`config.mk`:
```
export PLATFORM = sky130hd
export DESIGN_NAME = dmem_ctrl
export DESIGN_NICKNAME = d
export VERILOG_FILES = /design/src/rtl/dmem_ctrl.sv
export SDC_FILE = /design/constraint.sdc
export NUM_CORES = 2
export LEC_CHECK = 0
export ABC_AREA = 1
export BUFFER_PORTS_ARGS = -buffer_cell sky130_fd_sc_hd__buf_2
export CORE_MARGIN = 2
export CORE_UTILIZATION = 45
export DETAILED_ROUTE_END_ITERATION = 16
export RECOVER_POWER = 50
export SLEW_MARGIN = 10
export SYNTH_ARGS = -nofsm -noshare
export SYNTH_HDL_FRONTEND = slang
export SYNTH_SLANG_ARGS = --single-unit
```
`constraint.sdc`:
```
create_clock -name clk -period 10.2 [get_ports clk]
set_clock_uncertainty 0.15 [all_clocks]
set_input_delay 2.04 -clock clk [delete_from_list [all_inputs] [get_ports clk]]
set_output_delay 2.04 -clock clk [all_outputs]
set_load 0.005 [all_outputs]
```
`src/rtl/dmem_ctrl.sv`:
```
// Single-port data memory controller: byte/half/word loads and stores with a fixed
// response latency. Define DMEM_MISALIGN_TRAP_EN to fault misaligned accesses.
module dmem_ctrl #(
    parameter int DEPTH   = 64,
    parameter int LATENCY = 1
) (
    input  logic        clk,
    input  logic        rst_n,
    input  logic        req_valid,
    output logic        req_ready,
    input  logic        req_we,
    input  logic [1:0]  req_size,
    input  logic        req_unsigned,
    input  logic [31:0] req_addr,
    input  logic [31:0] req_wdata,
    output logic        resp_valid,
    output logic [31:0] resp_rdata,
    output logic        resp_err
);
    localparam int AW = $clog2(DEPTH);

    typedef enum logic [1:0] {IDLE, WAIT, DONE} state_t;

    state_t      state;
    logic [1:0]  cnt;
    logic        we_q, uns_q;
    logic [1:0]  size_q;
    logic [31:0] addr_q, wdata_q;

    logic [31:0] mem [DEPTH];

    logic          oob, err, access;
    logic [AW-1:0] idx;
    logic [1:0]    lane;
    logic [3:0]    be;
    logic [31:0]   word, shw, wd, ld;

    assign idx    = addr_q[AW+1:2];
    assign oob    = |addr_q[31:AW+2];
    assign access = (state == WAIT) && (cnt == 2'd0);
    assign word   = mem[idx];

`ifdef DMEM_MISALIGN_TRAP_EN
    logic mis;
    assign mis = ((size_q == 2'b01) && addr_q[0]) ||
                 ((size_q == 2'b10) && (addr_q[1:0] != 2'b00));
    assign err = oob || (size_q == 2'b11) || mis;
`else
    assign err = oob || (size_q == 2'b11);
`endif

    // Lane select: misaligned low bits are dropped so halves/words stay naturally aligned
    always_comb begin
        lane = addr_q[1:0];
        be   = 4'b0001 << addr_q[1:0];
        wd   = {4{wdata_q[7:0]}};
        case (size_q)
            2'b01: begin
                lane = {addr_q[1], 1'b0};
                be   = addr_q[1] ? 4'b1100 : 4'b0011;
                wd   = {2{wdata_q[15:0]}};
            end
            2'b10: begin
                lane = 2'b00;
                be   = 4'b1111;
                wd   = wdata_q;
            end
            default: ;
        endcase
        shw = word >> {lane, 3'b000};
        case (size_q)
            2'b00:   ld = uns_q ? {24'b0, shw[7:0]}  : {{24{shw[7]}}, shw[7:0]};
            2'b01:   ld = uns_q ? {16'b0, shw[15:0]} : {{16{shw[15]}}, shw[15:0]};
            default: ld = word;
        endcase
    end

    // Contents survive reset; an aborted request never reaches access since state resets to IDLE
    always_ff @(posedge clk) begin
        if (access && we_q && !err) begin
            for (int b = 0; b < 4; b++)
                if (be[b]) mem[idx][b*8 +: 8] <= wd[b*8 +: 8];
        end
    end

    always_ff @(posedge clk or negedge rst_n) begin
        if (!rst_n) begin
            state      <= IDLE;
            cnt        <= 2'd0;
            req_ready  <= 1'b0;
            resp_valid <= 1'b0;
            resp_rdata <= 32'd0;
            resp_err   <= 1'b0;
            we_q       <= 1'b0;
            uns_q      <= 1'b0;
            size_q     <= 2'b00;
            addr_q     <= 32'd0;
            wdata_q    <= 32'd0;
        end else begin
            case (state)
                IDLE: begin
                    req_ready <= 1'b1;
                    if (req_valid && req_ready) begin
                        state     <= WAIT;
                        cnt       <= 2'(LATENCY - 1);
                        req_ready <= 1'b0;
                        we_q      <= req_we;
                        uns_q     <= req_unsigned;
                        size_q    <= req_size;
                        addr_q    <= req_addr;
                        wdata_q   <= req_wdata;
                    end
                end
                WAIT: begin
                    if (cnt == 2'd0) begin
                        state      <= DONE;
                        resp_valid <= 1'b1;
                        resp_err   <= err;
                        resp_rdata <= (we_q || err) ? 32'd0 : ld;
                    end else begin
                        cnt <= cnt - 2'd1;
                    end
                end
                DONE: begin
                    state      <= IDLE;
                    resp_valid <= 1'b0;
                    resp_err   <= 1'b0;
                    resp_rdata <= 32'd0;
                    req_ready  <= 1'b1;
                end
                default: state <= IDLE;
            endcase
        end
    end
endmodule

```
Word level (Yosys, flattened, before mapping)
Memory sizes are Yosys's and may differ from the RTL's.
Index checks and enable logic that the tools add are counted.
{"block": "word_totals", "latch_bits": 0, "in_bits": 71, "ramBits": 2048, "register_bits": 107, "elab_cells": 75, "memories": 1, "rom_bits": 0}
{"name": "mem", "words": 64, "width": 32, "rd": 1, "rd_clocked_by_memory_dff": 0, "write_ports": 1, "line_no": "30", "text": "logic [31:0] mem [DEPTH];"}
{"block": "classes", "n_bitwise": 0, "reduce_logical": 18, "n_lt_le_gt_ge": 0, "div": 0, "n_eq_ne": 8, "n_shift": 2, "mux": 34, "add_sub_neg": 1, "n_mul": 0}
{"operator": "$pmux 32 s2", "count": 3}
{"operator": "$mux 32", "count": 4}
{"operator": "$shr 32x5->16", "count": 1}
{"operator": "$reduce_or 24->1", "count": 1}
{"operator": "$mux 1", "count": 15}
{"operator": "$pmux 2 s2", "count": 3}
{"operator": "$mux 2", "count": 4}
{"operator": "$pmux 4 s2", "count": 1}
{"operator": "$eq 2x2->1 const B", "count": 3}
{"operator": "$logic_not 2->1", "count": 3}
{"operator": "$pmux 1 s2", "count": 3}
{"operator": "$reduce_and 2->1", "count": 3}
{"operator": "$reduce_bool 2->1", "count": 3}
{"operator": "$eq 2x1->1 const B", "count": 2}
{"operator": "$logic_and 1x1->1", "count": 4}
{"operator": "$mux 4", "count": 1}
{"operator": "$ne 2x2->1 const B", "count": 2}
{"operator": "$shl 1x2->4 const A", "count": 1}
{"operator": "$reduce_and 3->1", "count": 1}
{"operator": "$logic_or 1x1->1", "count": 2}
{"operator": "$ne 2x1->1 const B", "count": 1}
{"operator": "$sub 2x1->2 const B", "count": 1}
{"operator": "$logic_not 1->1", "count": 1}

Longest topological paths before layout
{"block": "logic_depth", "depth_word": 8, "ltp_mapped": 20}

Least setup slack after synthesis
No wires, ideal clock.
{"block": "synth_path", "path_type": "reg-to-reg", "from": "reg size_q[0]", "to": "mem mem[0][10], data pin", "arrival_ps": 3860, "setup_time_ps": 721, "n_path_buf": 2, "synth_period_minus_slack_ps": 4731, "stages_incl_launch_ff": 7, "required_time_ps": 9329, "setup_slack_ps": 5469, "path_cell_list": "dfrtp_1 inv_1 ha_1 buf_2 inv_1 clkbuf_1 o31ai_1"}
{"block": "synth_between", "elab_chain_len": 2, "word_cells_on_any_way": 3, "cone_classes": "2 x eq/ne; 1 x mux"}
{"element": "start, declared", "line_no": "27", "text": "logic [1:0] size_q;"}
{"element": "start signal, assigned", "line_no": "109", "text": "size_q <= req_size;"}
{"element": "$eq 2x2->1 or $eq 2x1->1 (tied branches)", "line_no": "57", "text": "case (size_q)"}
{"element": "$pmux 32 s2 (*)", "line_no": "57"}
{"element": "via wd[10]", "line_no": "36", "text": "logic [31:0] word, shw, wd, ld;"}
{"element": "end, declared", "line_no": "30"}
Mark *: on every way through the listed nets, which the timed path passes. The rest lies on a longest branch.

Worst setup path in the final report
{"block": "layout_path", "from": "reg wdata_q[5]", "to": "mem mem[54][13], data pin"}
{"block": "layout_between", "elab_chain_len": 1}
{"element": "start, declared", "line_no": "28", "text": "logic [31:0] addr_q, wdata_q;"}
{"element": "start signal, assigned", "line_no": "111", "text": "wdata_q <= req_wdata;"}
{"element": "$pmux 32 s2", "line_no": "57"}
{"element": "via wd[13]", "line_no": "36"}
The timed path passes the listed nets, and every way through them passes these cells.

==> impl_metrics.yaml <==
timing:
  fin_crit_ns: 7.02
  finalSetupViolCount: 0
  fin_crit_sh: 0.688
  slew_headroom: -1.55
  clock.fmax_mhz: 142
  rsz0062_at_grt: "false"
  final_max_slew_viol_count: 2286
  hold_violations: 0
  worstMarginPinSlew_ns: 3.82
  setup_tns_ns: 0
clock_network:
  ctsHoldBuffers: 0
  cts_tree: "done"
  post_cts_buffers: 0
  clk_latency_ns: 0.85
  htreeDepth: 4
  cts_inserted_buffers: 213
  cts-resized-gates: 0
  cts_buffer_depth: 3
  cts.sinks: 2155
  clk_pin_slew_ns: 0.06
  ctsRootBufferMaster: "clkbuf_16"
synthesis:
  synthArstFlopShare: 0.0497
  ys.flop_type: "edfxtp_1"
  syn-num-nets: 6934
  synth_area_leader_cell: "edfxtp_1"
  netlist_area_mm2: 0.0854
  yosys_warnings: 0
  avgSynthCellArea_um2: 12.4
  synth-edff-count: 2048
  synthCells: 6858
  synth-seq-cells: 2155
  yosysSeqAreaShare: 0.752
  synth_area_leaders: "edfxtp_1, nand2_1, nor2_1, dfrtp_1, o21ai_0"
  synth.distinct_cells: 48
  synth_top_area_frac: 0.720
setup_path:
  endpoint_kind: "register"
  worstSetupStartpoint: "wdata_q[5]"
  reg2reg_from: "wdata_q[5]"
  critical_path_class: "register to register"
  cp-start-kind: "register"
  crit_required_ns: 10.12
  arrival_ns: 6.94
  cp_max_fo: 67
drt:
  drc: 0
  wl_per_cell_um: 27.8
  avgViaCountPerCell: 5.80
  vias: 55600
  routed_wl_um: 267000
  detail_route.iter0.violations: 7729
  ant_nets: 0
  dr.pass1.iters: 7
min_path:
  hold_class: "register to register"
  min_from: "addr_q[8]"
pwr:
  power_density_mw_per_mm2: 310
  p_leak_nw: 33.0
  p_int_w: 0.0183
  ir_worst_vdd_uv: 545
  seqPwrFrac: 0.416
  pwr-share-comb: 0.318
  p_switching_w: 0.0111
  swShare: 0.378
  pwr-share-clk: 0.266
global_route:
  grt-ovfl-total: 0
  grt_use_total: 0.273
  grtUsageMet2: 0.410
  use_met1: 0.376
  antenna_found_initial: 15
  grt_pass1_vias: 52200
  grt_pass1_wl_um: 378000
  use_met3: 0.0577
  grt_max_degree: 140
  grt-busiest-layer: "met2"
finish:
  area_growth_pct: 10.9
  layout-drive-gt1-share: 0.0771
  fillers: 16300
  final_area_mm2: 0.0947
  nets: 6974
  fin_util: 0.503
floorplanning:
  pin_count: 106
  coreArea_mm2: 0.188
  dieHeight_um: 440
  rows: 159
  start_util: 0.454
  dieArea_mm2: 0.193
  dieWidth_um: 440
placed_design:
  hpwl_um: 154000
  io_buffer_count: 105
  gp_congestion: 0.932
  dpl-instance-area_mm2: 0.0880
outcome:
  status: "finished, violations left"
  violations: "max-capacitance violations, max-slew violations"
run:
  cap_violations: 35
cells in the final DEF (no fill, tap or decap), types with 57 or more instances in the layout:
cell type,Yosys,final
a22oi_1,81,81
buf_2,151,104
clkbuf_1,135,87
clkbuf_16,0,218
clkinv_1,4,57
dfrtp_1,107,98
edfxtp_1,2048,2048
inv_1,190,191
nand2_1,1646,1645
nand3_1,253,250
nand4_1,139,139
nor2_1,967,962
o211ai_1,57,57
o21ai_0,517,516
o21ai_1,231,231
Yosys cell counts, types with 23 or more instances:
master and count:
o211ai_1 57, o22ai_1 51, buf_2 151, clkbuf_1 135, nand3_1 253, edfxtp_1 2048
o21ai_0 517, or2_2 23, nand4_1 139, a22oi_1 81, buf_6 50, nor2_1 967
inv_1 190, a21oi_1 38, dfrtp_1 107, o21ai_1 231, nand2_1 1646
through the flow:
stage	setup WS, ns	power [W]	cells	hold WS, ns
2_1_floorplan	5.47	0.0174	6858	0.298
3_3_place_gp	5.13	0.0212	9178	0.314
3_5_place_dp	5.12	0.0213	9178	0.314
4_1_cts	5.09	0.0290	9574	0.332
5_1_grt	2.79	0.0303	9578	0.349
6_report	3.18	0.0294	9585	0.326
flip-flops by register name, indices dropped and copies added (netlist names), 2 cells and up:
register,flops
state,2
wdata_q,32
mem,2048
size_q,2
addr_q,32
cnt,2
resp_rdata,32
power by group through the flow:
stage | Clock (W) | Sequential [W] | Combinational, W
after floorplan | 0 | 0.0123 | 0.00511
after global placement | 0 | 0.0121 | 0.00916
after detailed placement | 0 | 0.0121 | 0.00924
after CTS | 0.00784 | 0.0119 | 0.00926
after global routing | 0.00818 | 0.0122 | 0.00990
final | 0.00780 | 0.0122 | 0.00934
critical path: stages (launching register included):
cell and delay (ns):
dfrtp_2 0.35, clkbuf_1 2.40, nand2_1 0.24, o21ai_0 0.30
clkbuf_1 2.71
layout make-up:
| class | instances | area [um2] | share of cell area |
|---|---|---|---|
| Antenna cell | 11 | 27.5 | 0.000291 |
| Clock buffer | 274 | 5720 | 0.0604 |
| Clock inverter | 122 | 1120 | 0.0119 |
| Inverter | 199 | 766 | 0.00809 |
| Multi-Input combinational cell | 4127 | 18600 | 0.196 |
| Sequential cell | 2155 | 64200 | 0.678 |
| Tap cell | 2495 | 3120 | 0.0330 |
| Timing Repair Buffer | 202 | 1200 | 0.0126 |
metal layers:
layer  part of all wire  vias up
met5            0.00043        -
met4              0.058       16
met3              0.098      582
met2               0.45     2958
met1               0.40    27700
li1                   -    24300
worst paths after layout:
kind | to | slack, ns | depth (start not counted)
setup / recovery | mem[54][13] | 3.18 | 4
hold / removal | addr_q[8] | 0.33 | 2
setup reg to reg | mem[54][13] | 3.18 | 4
hold reg to reg | addr_q[8] | 0.33 | 2
max in group asynchronous | addr_q[2] | 5.55 | 2
min in group asynchronous | cnt[0] | 2.11 | 1
cells by family after synthesis:
| kind of cell | Yosys count | share of synthesized area |
|---|---|---|
| buffers and inverters | 576 | 0.0329 |
| adder cells (fa/ha/maj) | 5 | 0.000733 |
| AO/OA/AOI/OAI | 1017 | 0.0662 |
| flip-flops | 2155 | 0.752 |
| AND/OR/NAND/NOR | 3105 | 0.148 |
No activity file was read; power rests on OpenSTA's default activity.
